$ cat config.mk
export PLATFORM = sky130hd
export DESIGN_NAME = aes_round_sequencer
export DESIGN_NICKNAME = d
export VERILOG_FILES = /design/src/rtl/aes_round_sequencer.sv
export SDC_FILE = /design/constraint.sdc
export NUM_CORES = 1
export LEC_CHECK = 0
export CAP_MARGIN = 15
export CORE_MARGIN = 1.5
export CORE_UTILIZATION = 52
export CTS_CLUSTER_SIZE = 20
export DETAILED_ROUTE_END_ITERATION = 10
export PLACE_DENSITY = 0.76
export SLEW_MARGIN = 10
export SYNTH_ARGS = -nofsm -noshare
export SYNTH_HDL_FRONTEND = slang
export SYNTH_SLANG_ARGS = --single-unit
export TNS_END_PERCENT = 5
$ cat constraint.sdc
create_clock -name clk -period 2.33 [get_ports clk]
set_input_delay 0.5825 -clock clk [delete_from_list [all_inputs] [get_ports clk]]
set_output_delay 0.5825 -clock clk [all_outputs]
set_load 0.02 [all_outputs]
$ cat src/rtl/aes_round_sequencer.sv
// ---------------------------------------------------------------------------
// aes_round_sequencer
//
// Control FSM for an 8-bit serial AES-128 encryption datapath. It accepts a
// start request, counts 16 plaintext bytes through the initial AddRoundKey
// (round 0), then steps the byte-serial datapath through rounds 1..NR at one
// byte slot per cycle. It also generates the per-slot strobes for the
// ShiftRows permutator, the MixColumns accumulator and the serializer. The
// ciphertext bytes are flagged on out_valid.
//
// Parameters
//   NR        number of cipher rounds after the initial key add
//   OUT_LAT   cycles from a final-round byte slot to its ciphertext on d_out
//   PLD_PHASE byte_idx[1:0] value at which pld asserts within a column
//
// Ports
//   clk        clock, all state on rising edge
//   rst        asynchronous active-low reset
//   start      begin a block (honoured only in IDLE)
//   in_valid   plaintext byte present on the datapath input this cycle
//   in_ready   sequencer accepting plaintext bytes (LOAD)
//   busy       block in progress, through the done cycle
//   pld        parallel load of the MixColumns result into the serializer
//   c3         ShiftRows permutator control
//   mc_en      MixColumns enables ([3:0] byte lane, [4] accumulator clear)
//   round      current round, 0..NR
//   byte_idx   byte slot within the round, 0..15
//   rk_last    selects the last-round key path (round NR)
//   out_valid  ciphertext byte valid on d_out
//   done       one-cycle pulse after the last ciphertext byte
// ---------------------------------------------------------------------------
module aes_round_sequencer #(
  parameter int NR        = 10,
  parameter int OUT_LAT   = 0,
  parameter int PLD_PHASE = 3
) (
  input  logic       clk,
  input  logic       rst,
  input  logic       start,
  input  logic       in_valid,
  output logic       in_ready,
  output logic       busy,
  output logic       pld,
  output logic [1:0] c3,
  output logic [7:0] mc_en,
  output logic [3:0] round,
  output logic [3:0] byte_idx,
  output logic       rk_last,
  output logic       out_valid,
  output logic       done
);

  typedef enum logic [1:0] {IDLE, LOAD, ROUND, DRAIN} state_t;

  localparam logic [3:0] NR_L     = 4'(NR);
  localparam logic [1:0] PLD_L    = 2'(PLD_PHASE);
  // Last DRAIN count; unreachable when OUT_LAT is 0.
  localparam logic [7:0] CNT_LAST = 8'(OUT_LAT - 1);

  state_t     state_q, state_d;
  logic [3:0] round_q, round_d;
  logic [3:0] idx_q, idx_d;
  logic [7:0] cnt_q, cnt_d;
  logic       done_q, done_d;

  logic       busy_q, busy_d;
  logic       in_ready_q, in_ready_d;
  logic       pld_q, pld_d;
  logic [1:0] c3_q, c3_d;
  logic [7:0] mc_en_q, mc_en_d;
  logic       rk_last_q, rk_last_d;
  // Marks a final-round byte slot; out_valid is this delayed by OUT_LAT.
  logic       fin_q, fin_d;

  // Strobe decode: every registered strobe is computed from the next-state
  // values so it lines up with the byte slot it describes.
  function automatic logic [7:0] mc_en_f(input state_t st, input logic [3:0] rnd,
                                         input logic [3:0] idx);
    mc_en_f = 8'h00;
    if (st == ROUND && rnd != NR_L)
      mc_en_f = {3'b000, (idx[1:0] == 2'b00), 4'b0001 << idx[1:0]};
  endfunction

  function automatic logic pld_f(input state_t st, input logic [3:0] rnd,
                                 input logic [3:0] idx);
    pld_f = (st == ROUND) && (rnd != NR_L) && (idx[1:0] == PLD_L);
  endfunction

  function automatic logic [1:0] c3_f(input state_t st, input logic [3:0] idx);
    c3_f = (st == LOAD || st == ROUND) ? idx[1:0] : 2'b00;
  endfunction

  // Next-state logic
  always_comb begin
    state_d = state_q;
    round_d = round_q;
    idx_d   = idx_q;
    cnt_d   = cnt_q;
    done_d  = 1'b0;
    case (state_q)
      IDLE: begin
        // The done cycle is still part of the finished block, so a start
        // arriving with done is dropped.
        if (start && !done_q) begin
          state_d = LOAD;
          round_d = 4'd0;
          idx_d   = 4'd0;
        end
      end
      LOAD: begin
        if (in_valid) begin
          if (idx_q == 4'd15) begin
            state_d = ROUND;
            round_d = 4'd1;
            idx_d   = 4'd0;
          end else begin
            idx_d = idx_q + 4'd1;
          end
        end
      end
      ROUND: begin
        if (idx_q == 4'd15) begin
          idx_d = 4'd0;
          if (round_q == NR_L) begin
            round_d = 4'd0;
            cnt_d   = 8'd0;
            if (OUT_LAT > 0) begin
              state_d = DRAIN;
            end else begin
              state_d = IDLE;
              done_d  = 1'b1;
            end
          end else begin
            round_d = round_q + 4'd1;
          end
        end else begin
          idx_d = idx_q + 4'd1;
        end
      end
      DRAIN: begin
        if (cnt_q == CNT_LAST) begin
          state_d = IDLE;
          done_d  = 1'b1;
        end else begin
          cnt_d = cnt_q + 8'd1;
        end
      end
      default: state_d = IDLE;
    endcase
  end

  always_comb begin
    busy_d     = (state_d != IDLE) || done_d;
    in_ready_d = (state_d == LOAD);
    pld_d      = pld_f(state_d, round_d, idx_d);
    c3_d       = c3_f(state_d, idx_d);
    mc_en_d    = mc_en_f(state_d, round_d, idx_d);
    rk_last_d  = (state_d == ROUND) && (round_d == NR_L);
    fin_d      = (state_d == ROUND) && (round_d == NR_L);
  end

  // State and registered outputs
  always_ff @(posedge clk or negedge rst) begin
    if (!rst) begin
      state_q    <= IDLE;
      round_q    <= 4'd0;
      idx_q      <= 4'd0;
      cnt_q      <= 8'd0;
      done_q     <= 1'b0;
      busy_q     <= 1'b0;
      in_ready_q <= 1'b0;
      pld_q      <= 1'b0;
      c3_q       <= 2'b00;
      mc_en_q    <= 8'h00;
      rk_last_q  <= 1'b0;
      fin_q      <= 1'b0;
    end else begin
      state_q    <= state_d;
      round_q    <= round_d;
      idx_q      <= idx_d;
      cnt_q      <= cnt_d;
      done_q     <= done_d;
      busy_q     <= busy_d;
      in_ready_q <= in_ready_d;
      pld_q      <= pld_d;
      c3_q       <= c3_d;
      mc_en_q    <= mc_en_d;
      rk_last_q  <= rk_last_d;
      fin_q      <= fin_d;
    end
  end

  // Ciphertext valid: final-round slot marker delayed by OUT_LAT
  if (OUT_LAT == 0) begin : g_nolat
    assign out_valid = fin_q;
  end else begin : g_lat
    logic [OUT_LAT-1:0] dly_q;
    always_ff @(posedge clk or negedge rst) begin
      if (!rst) begin
        dly_q <= '0;
      end else begin
        dly_q[0] <= fin_q;
        for (int i = 1; i < OUT_LAT; i++) dly_q[i] <= dly_q[i-1];
      end
    end
    assign out_valid = dly_q[OUT_LAT-1];
  end

  assign in_ready = in_ready_q;
  assign busy     = busy_q;
  assign pld      = pld_q;
  // During a LOAD stall the permutator is parked: c3 only follows the slot
  // on cycles where a plaintext byte is actually accepted.
  assign c3       = (state_q == LOAD && !in_valid) ? 2'b00 : c3_q;
  assign mc_en    = mc_en_q;
  assign round    = round_q;
  assign byte_idx = idx_q;
  assign rk_last  = rk_last_q;
  assign done     = done_q;

endmodule

; Word-level counts from Yosys, hierarchy flattened
; Index checks and enable logic that the tools add are counted.
[classes]
n_div = 0
n_bitwise = 0
n_mul = 0
n_eq_ne = 16
add_sub_neg = 3
mux = 28
magnitude_cmp = 0
reduce_logical = 16
n_shift = 1
[op_table]
columns = op, n
row1 = $mux 4, 8
row2 = $mux 8, 3
row3 = $pmux 4 s3, 2
row4 = $mux 2, 8
row5 = $pmux 8 s2, 1
row6 = $eq 4x4->1 const B, 3
row7 = $ne 2x2->1 const B, 5
row8 = $add 4x1->4 const B, 2
row9 = $add 8x1->8 const B, 1
row10 = $eq 2x2->1 const B, 4
row11 = $eq 8x8->1 const B, 1
row12 = $pmux 2 s4, 1
row13 = $logic_and 1x1->1, 5
row14 = $mux 5, 1
row15 = $eq 2x1->1 const B, 2
row16 = $logic_not 2->1, 2
row17 = $ne 4x4->1 const B, 1
row18 = $reduce_and 4->1, 1
row19 = $reduce_bool 2->1, 2
row20 = $shl 1x2->4 const A, 1
row21 = $mux 1, 3
row22 = $reduce_and 3->1, 1
row23 = $reduce_bool 3->1, 1
row24 = $logic_not 1->1, 2
row25 = other kinds (2), 3
[word_totals]
romBits = 0
latchBits = 0
ram_bits = 0
out_inout_bits = 24
mem_count = 0
in_bits = 4
register_bits = 33

; Logic depth before layout (Yosys ltp)
; Gate-level depths: netlist of run 1.
[depth]
ltp_word = 7
ltp_mapped = 9
mapped_depth_nobuf = 9

; Least setup slack after synthesis of run 1
; OpenSTA, ideal clock, no wires.
[synth_path]
path_type = register to register
startpoint = register idx_q[1] (netlist: byte_idx[1])
endpoint = register mc_en_q[3] (netlist: mc_en[3])
path_slack_ns = 0.185
path_stages_with_launch = 8
required_time_ns = 2.168
synth_period_minus_slack_ns = 2.145
arrival_time_ns = 1.983
setup_ns = 0.162
path_cell_list = dfrtp_1 > ha_1 > and3_1 > buf_6 > nand4_4 > or3_4 > a311oi_4 > a221oi_1
[synth_between]
elab_chain_cells = 7
elab_cells_between_ends = 19
[synth_lines]
columns = element, line
row1 = start: declaration, 62  ; logic [3:0] idx_q, idx_d;
row2 = start signal: assignment, 180  ; idx_q <= idx_d;
row3 = "parallel branches: the longest is 6 deep, another holds $add 4x1->4", --
row4 = $mux 5 (*), 80  ; if (st == ROUND && rnd != NR_L)
row5 = named net mc_en_d[3], 70  ; logic [7:0] mc_en_q, mc_en_d;
row6 = end signal: assignment, 187  ; mc_en_q <= mc_en_d;
row7 = end: declaration, 70
; Mark *: on every way through the listed nets, which the timed path passes. The select of a mux whose other input is x is not followed.
; A chain may end at the register's enable or synchronous reset.

; Worst setup path in the final report of run 1
[layout_path]
startpoint = input in_valid
endpoint = output c3[0]
[layout_between]
elab_chain_cells = 3
[layout_lines]
columns = element, line
row1 = start: declaration, 40  ; input logic in_valid,
row2 = $logic_not 1->1, 214  ; assign c3 = (state_q == LOAD && !in_valid) ? 2'b00 : c3_q;
row3 = $logic_and 1x1->1, 214
row4 = $mux 2, 214
row5 = end: declaration, 44  ; output logic [1:0] c3,
; No other way between the ends.

==> results.tsv, run 1 <==
stage	metric	value	unit
detailed_routing	DRC marker count from the first detailed-route iteration	25	
power	Power Total	0.00159	W
detailed_routing	routed vias/inst	5.76	
worst_hold_path	Hold Crit Class	reg2reg	
floorplan	Initial Util	0.536	
cts	Num CTS Buffers	3	
layout	Non-Filler Instances	232	
floorplan	die height	58.7	um
layout	fraction of layout cells with a size suffix above 1	0.136	
critical_path	Setup crit end kind	primary output	
global_routing	first-pass GRT wire length	5.83	mm
layout	Area Overhead vs Synth	21.3	%
logic_synthesis	ys flop type	dfrtp_1	
timing	RSZ-0062 raised after global routing	no	
layout	fin nets	212	
critical_path	CP max stage cell	clkdlybuf4s50_1	
power	Peak VDD IR	0.472	mV
timing	# setup viols final	0	
timing	final worst slack	0.0849	ns
cts	CTS tree	built	
flow_run	max cap viols	0	
timing	Setup Skew	0.0115	ns
critical_path	reg2reg setup slack	0.21	ns
layout	utilization after layout	0.650	
layout	Multi-input gate area	823	um2
timing	hold_ws	0.567	ns
global_routing	number of global-route vias before repair	1362	
critical_path	reg-to-reg endpoint	mc_en[3]	
cts	clock sink count	28	
layout	most frequent cells in the layout	dfrtp_1 (28), clkdlybuf4s50_1 (22), buf_4 (14)	
timing	count of pins over their slew limit	0	
placement	DP Worst Slack	-0.146	ns
cts	Post-CTS Setup Bufs	0	
logic_synthesis	Avg Cell Area, Syn	9.64	um2
detailed_routing	post-DR wirelength/cell	14.5	um
placement	post-DP HPWL	2.59	mm
global_routing	largest net degree at the start of global routing	29	
cts	Hold-fix buffers, CTS	0	
critical_path	CP max FO	2	
critical_path	FF-to-FF path depth	8	
critical_path	Crit path required time	1.75	ns
detailed_routing	First-pass DRT Iterations	4	
detailed_routing	met3 WL	103	um
critical_path	CP endpoint	c3[0]	
logic_synthesis	synthesized flop and latch total	28	
logic_synthesis	ys async rst share	1.00	
floorplan	Core Area	0.00300	mm2
global_routing	initial antenna violation count	0	
outcome	status	completed	
layout	FF/Latch Area	701	um2
logic_synthesis	Synth cell types	49	
power	Leakage	0.891	nW
logic_synthesis	Post-synth EDFFs	0	
cts	Worst-Skew Late Latency	0.34	ns
critical_path	critical path type	in2out	
placement	Placer Congestion	0.883	
critical_path	Reg-to-Reg Start	byte_idx[0]	
timing	Final Hold Viols	0	
critical_path	crit-path cells	clkdlybuf4s50_1 > nor3b_1 > nor2b_1 > dlygate4sd2_1	
logic_synthesis	yosys warns	0	
cts	Longest Clk Path Bufs	2	
detailed_routing	routed wl met2	1.75	mm
timing	fin crit period	2.25	ns
detailed_routing	Final ANT Viol Nets	0	
detailed_routing	detailed-route DRC error count	0	
global_routing	Tot GR Track Use	0.220	
timing	Final Cycle Share	0.964	
floorplan	Die W	58.7	um
logic_synthesis	Syn Inst Count	167	
global_routing	total global routing overflow	0	
critical_path	Setup crit start kind	input pin	
logic_synthesis	Mapped Area	0.00161	mm2
placement	DP Cell Count	229	
logic_synthesis	post-synthesis sequential area ratio	0.435	
cts	CTS clk-pin slew, worst paths	0.13	ns
cts	CTS root buf	clkbuf_4	
worst_hold_path	hold_sp	cnt_q[0]	
timing	Fmax achieved	445	MHz
cts	H-tree levels	1	
layout	fillers	253	
critical_path	Worst EP arrival	1.66	ns
floorplan	row count	20	
floorplan	Die Area	0.00344	mm2
detailed_routing	DRT Wirelength	3.37	mm
detailed_routing	DR top layer	met4	
layout	Ant. Diodes	0	
layout	commonest non-fill, non-tap cell in the layout	dfrtp_1	
placement	IO buf count	24	
floorplan	IO Pins	28	
power	Pwr Density	816	mW/mm2
critical_path	Setup crit start	in_valid	
detailed_routing	WL met1	1.44	mm
detailed_routing	total number of vias	1336	
critical_path	CP max stage delay	0.42	ns
routing by layer:
metal  vias to the layer above  track usage
met5                         -            0
met2                        33        0.413
met1                       637        0.252
met4                         0       0.0974
li1                        657            -
met3                         9       0.0220
how the worst min path moves through the flow:
stage / to / slack (ns) / cells past startpoint
global placement: cnt_q[1] / 0.51 / 2
CTS: cnt_q[2] / 0.58 / 2
detailed placement: cnt_q[2] / 0.55 / 2
global route: cnt_q[0] / 0.61 / 1
finish: cnt_q[0] / 0.57 / 1
floorplan: busy / 0.29 / 0
Yosys cell counts, types with 2 or more instances:
library cell	instances	area share
dfrtp_1	28	0.44
a21oi_1	8	0.025
o22ai_1	2	0.0078
nor3_1	4	0.012
a221oi_1	2	0.011
xor2_1	3	0.016
inv_1	6	0.014
and2_1	5	0.019
clkbuf_1	3	0.0070
o21ai_0	13	0.040
nand2b_1	2	0.0078
ha_1	7	0.054
nand4_1	3	0.012
nor2b_1	3	0.012
buf_4	6	0.028
xnor2_1	3	0.016
nor2_1	9	0.021
o211ai_1	3	0.014
and3_1	3	0.012
and3b_1	2	0.011
nand3_1	13	0.040
nand2_1	12	0.028
flip-flops by register name, indices dropped and copies added (netlist names), 2 cells and up:
| signal | flops |
|---|---|
| cnt_q | 8 |
| byte_idx | 4 |
| mc_en | 4 |
| round | 4 |
| c3_q | 2 |
| state_q | 2 |
critical path, delay by kind of cell:
| kind | cells | cell delay, ns |
|---|---|---|
| buffers and inverters | 2 | 0.75 |
| AND/OR/NAND/NOR | 2 | 0.33 |
layout make-up:
class	instances	share of cell area
clock buffer	3	0.0115
inverter	6	0.0115
multi-input combinational	124	0.422
sequential	28	0.359
tap	33	0.0211
timing repair buffer	38	0.176
cell families after synthesis:
logic type | Yosys count | synth area share
DFF | 28 | 0.435
and+or+nand+nor | 66 | 0.236
AOI/OAI and AO/OA | 42 | 0.180
xor gates and xnor gates | 6 | 0.0326
buffers and inverters | 17 | 0.0590
other | 1 | 0.00233
adders and majority gates | 7 | 0.0544
metrics by stage:
stage | TNS, ns | instance area [um2]
3_5_place_dp | -0.563 | 1930
6_report | 0 | 1950
4_1_cts | 0 | 1950
3_3_place_gp | -0.307 | 1930
5_1_grt | 0 | 1950
2_1_floorplan | 0 | 1620
timing repair:
action | CTS | global route
setup endpoints to repair | 2 | 5
pin swaps | 0 | 0
resized for setup | 2 | 1
endpoints found under the hold margin | 0 | 0
where the power goes:
group          leakage [nW]  switching (W)  internal, W
clock                0.0138       0.000139    0.0000609
combinational         0.508       0.000395     0.000336
sequential            0.370      0.0000822     0.000579
Power figures use the tool's default switching activity.
==> run 2, diff against run 1 <==
--- a/config.mk
+++ b/config.mk
@@ -15,4 +15,4 @@
 export SYNTH_ARGS = -nofsm -noshare
 export SYNTH_HDL_FRONTEND = slang
 export SYNTH_SLANG_ARGS = --single-unit
-export TNS_END_PERCENT = 5
+export TNS_END_PERCENT = 20
==> results of run 2 <==
No change in the layout: final DEF, timing and power equal those of run 1.
==> variant (flow settings as in run 2) <==
`NR`: 10 -> 8.
--- a/src/rtl/aes_round_sequencer.sv
+++ b/src/rtl/aes_round_sequencer.sv
@@ -31,5 +31,5 @@
 // ---------------------------------------------------------------------------
 module aes_round_sequencer #(
-  parameter int NR        = 10,
+  parameter int NR        = 8,
   parameter int OUT_LAT   = 0,
   parameter int PLD_PHASE = 3
Formal check against the unedited RTL: same outputs for any inputs over 10 cycles, from zero or initial values and one cycle with rst low; that may be too few to reach the edited logic, so the function may still have changed.
==> variant against run 2 <==
Sequential cell count unchanged. Total power decreased by 14%. Worst setup slack better by 0.040 ns. Utilization rose by 1.0 points. Design area grew 2.4%. Highest routed layer unchanged. Clock skew is 0.0091 ns lower. Synthesized cell count increased by 6.6%. Synthesized area increased by 2.4%. Routed wire length grew 8.7%. First-iteration DRC count grew to 3.1 times the old value.
==> variant: results <==
set metrics [dict create \
    outcome "finished clean" \
    viasPerCell 5.94 \
    internal_power_uw 853 \
    synth.area.top_cells "dfrtp_1 42%, ha_1 5.3%, o21ai_0 4.9%" \
    gp_congestion 0.866 \
    routed_wl_mm 3.66 \
    place_ws_ns -0.179 \
    grt_pass1_wl_mm 6.12 \
    netlist-cell-type-count 45 \
    r2r-start "byte_idx[1]" \
    yosysWarningCount 0 \
    grt_use_total 0.227 \
    grt_antenna_before_repair 0 \
    numPlacedInstances 248 \
    skew_ns 0.00236 \
    min-delay-start "cnt_q[6]" \
    cts_buffer_depth 2 \
    hpwlAfterDp_mm 2.74 \
    grt_pass1_vias 1333 \
    p_leak_uw 0.000855 \
    drive_gt1_frac 0.106 \
    final_nets 221 \
    cts_made_buffers 3 \
    min_to "cnt_q[6]" \
    worstSetupStartpoint "in_valid" \
    yosysSeqAreaShare 0.425 \
    hold_ws_ns 0.559 \
    finalSetupViolCount 0 \
    portBuffers 24 \
    antenna_cells 0 \
    peakVddDrop_v 0.000597 \
    cp_max_fo 4 \
    final.fill_count 252 \
    drtIter0Drc 78 \
    h-tree-depth 1 \
    syn_inst 178 \
    root_buffer "clkbuf_4" \
    wl_per_cell_um 14.5 \
    rrSetupSlack_ns 0.16 \
    clk_latency_ns 0.33 \
    relSlewSlack 0.614 \
    synth_common_cells "28 x dfrtp_1, 16 x nand2_1, 16 x o21ai_0" \
    worstReg2RegEnd "mc_en[2]" \
    rr_worst_depth 6 \
    holdPathStages 1 \
    finalWorstSetupSlack_ns 0.125 \
]
[variant: changes by cell type in the layout (fill, tap and decap cells not counted), moves of 3 or more]
cell and delta:
a21oi_1 +4, a22o_1 +4, nand2b_1 +3, nand3_1 -5, nand2_1 +4, o21ai_0 +3
o21a_1 +3
[variant: worst max-delay path by stage]
stage                to  cells after the start
6_report          c3[0]                      3
5_1_grt        mc_en[3]                      9
4_1_cts           c3[0]                      3
3_5_place_dp   mc_en[2]                      7
3_3_place_gp   mc_en[3]                      6
2_1_floorplan  mc_en[2]                      6
[variant: cell type report]
class                           count  area share
Multi-Input combinational cell    136       0.438
Sequential cell                    28       0.350
Timing Repair Buffer               36       0.164
Tap cell                           44      0.0275
Clock buffer                        3      0.0113
Inverter                            5     0.00938
[variant: repair_timing]
action,in CTS,in global routing
pin swaps,0,1
setup buffers,0,1
resized for setup,2,2
setup endpoints to repair,2,4
[variant: routing by layer]
layer,GRT usage,share of wire
met1,0.316,0.46
met2,0.356,0.47
met3,0.0371,0.054
met4,0.0844,0.015
met5,0,0
[variant: stage by stage]
stage / cell area, um^2 / total power, uW
after global placement: 1970 / 1150
after global routing: 2000 / 1450
final: 2000 / 1370
after floorplan: 1660 / 941
after CTS: 1990 / 1360
after detailed placement: 1970 / 1170
[variant: cells by family after synthesis]
| kind of cell | synth area share |
|---|---|
| other | 0.00227 |
| adder cells (fa/ha/maj) | 0.0531 |
| AND/OR/NAND/NOR | 0.212 |
| AO/OA/AOI/OAI | 0.240 |
| flip-flops | 0.425 |
| XOR/XNOR | 0.0159 |
| buffers and inverters | 0.0516 |
[variant: power groups by stage]
stage | combinational [uW] | sequential, uW | clock [uW]
2_1_floorplan | 314 | 626 | 0
3_3_place_gp | 566 | 586 | 0
3_5_place_dp | 583 | 587 | 0
4_1_cts | 583 | 578 | 201
5_1_grt | 648 | 586 | 220
6_report | 590 | 579 | 198
[variant: worst max-delay path: stages]
cell and delay, ns:
clkdlybuf4s50_1 0.54, o21a_1 0.16, dlygate4sd2_1 0.34
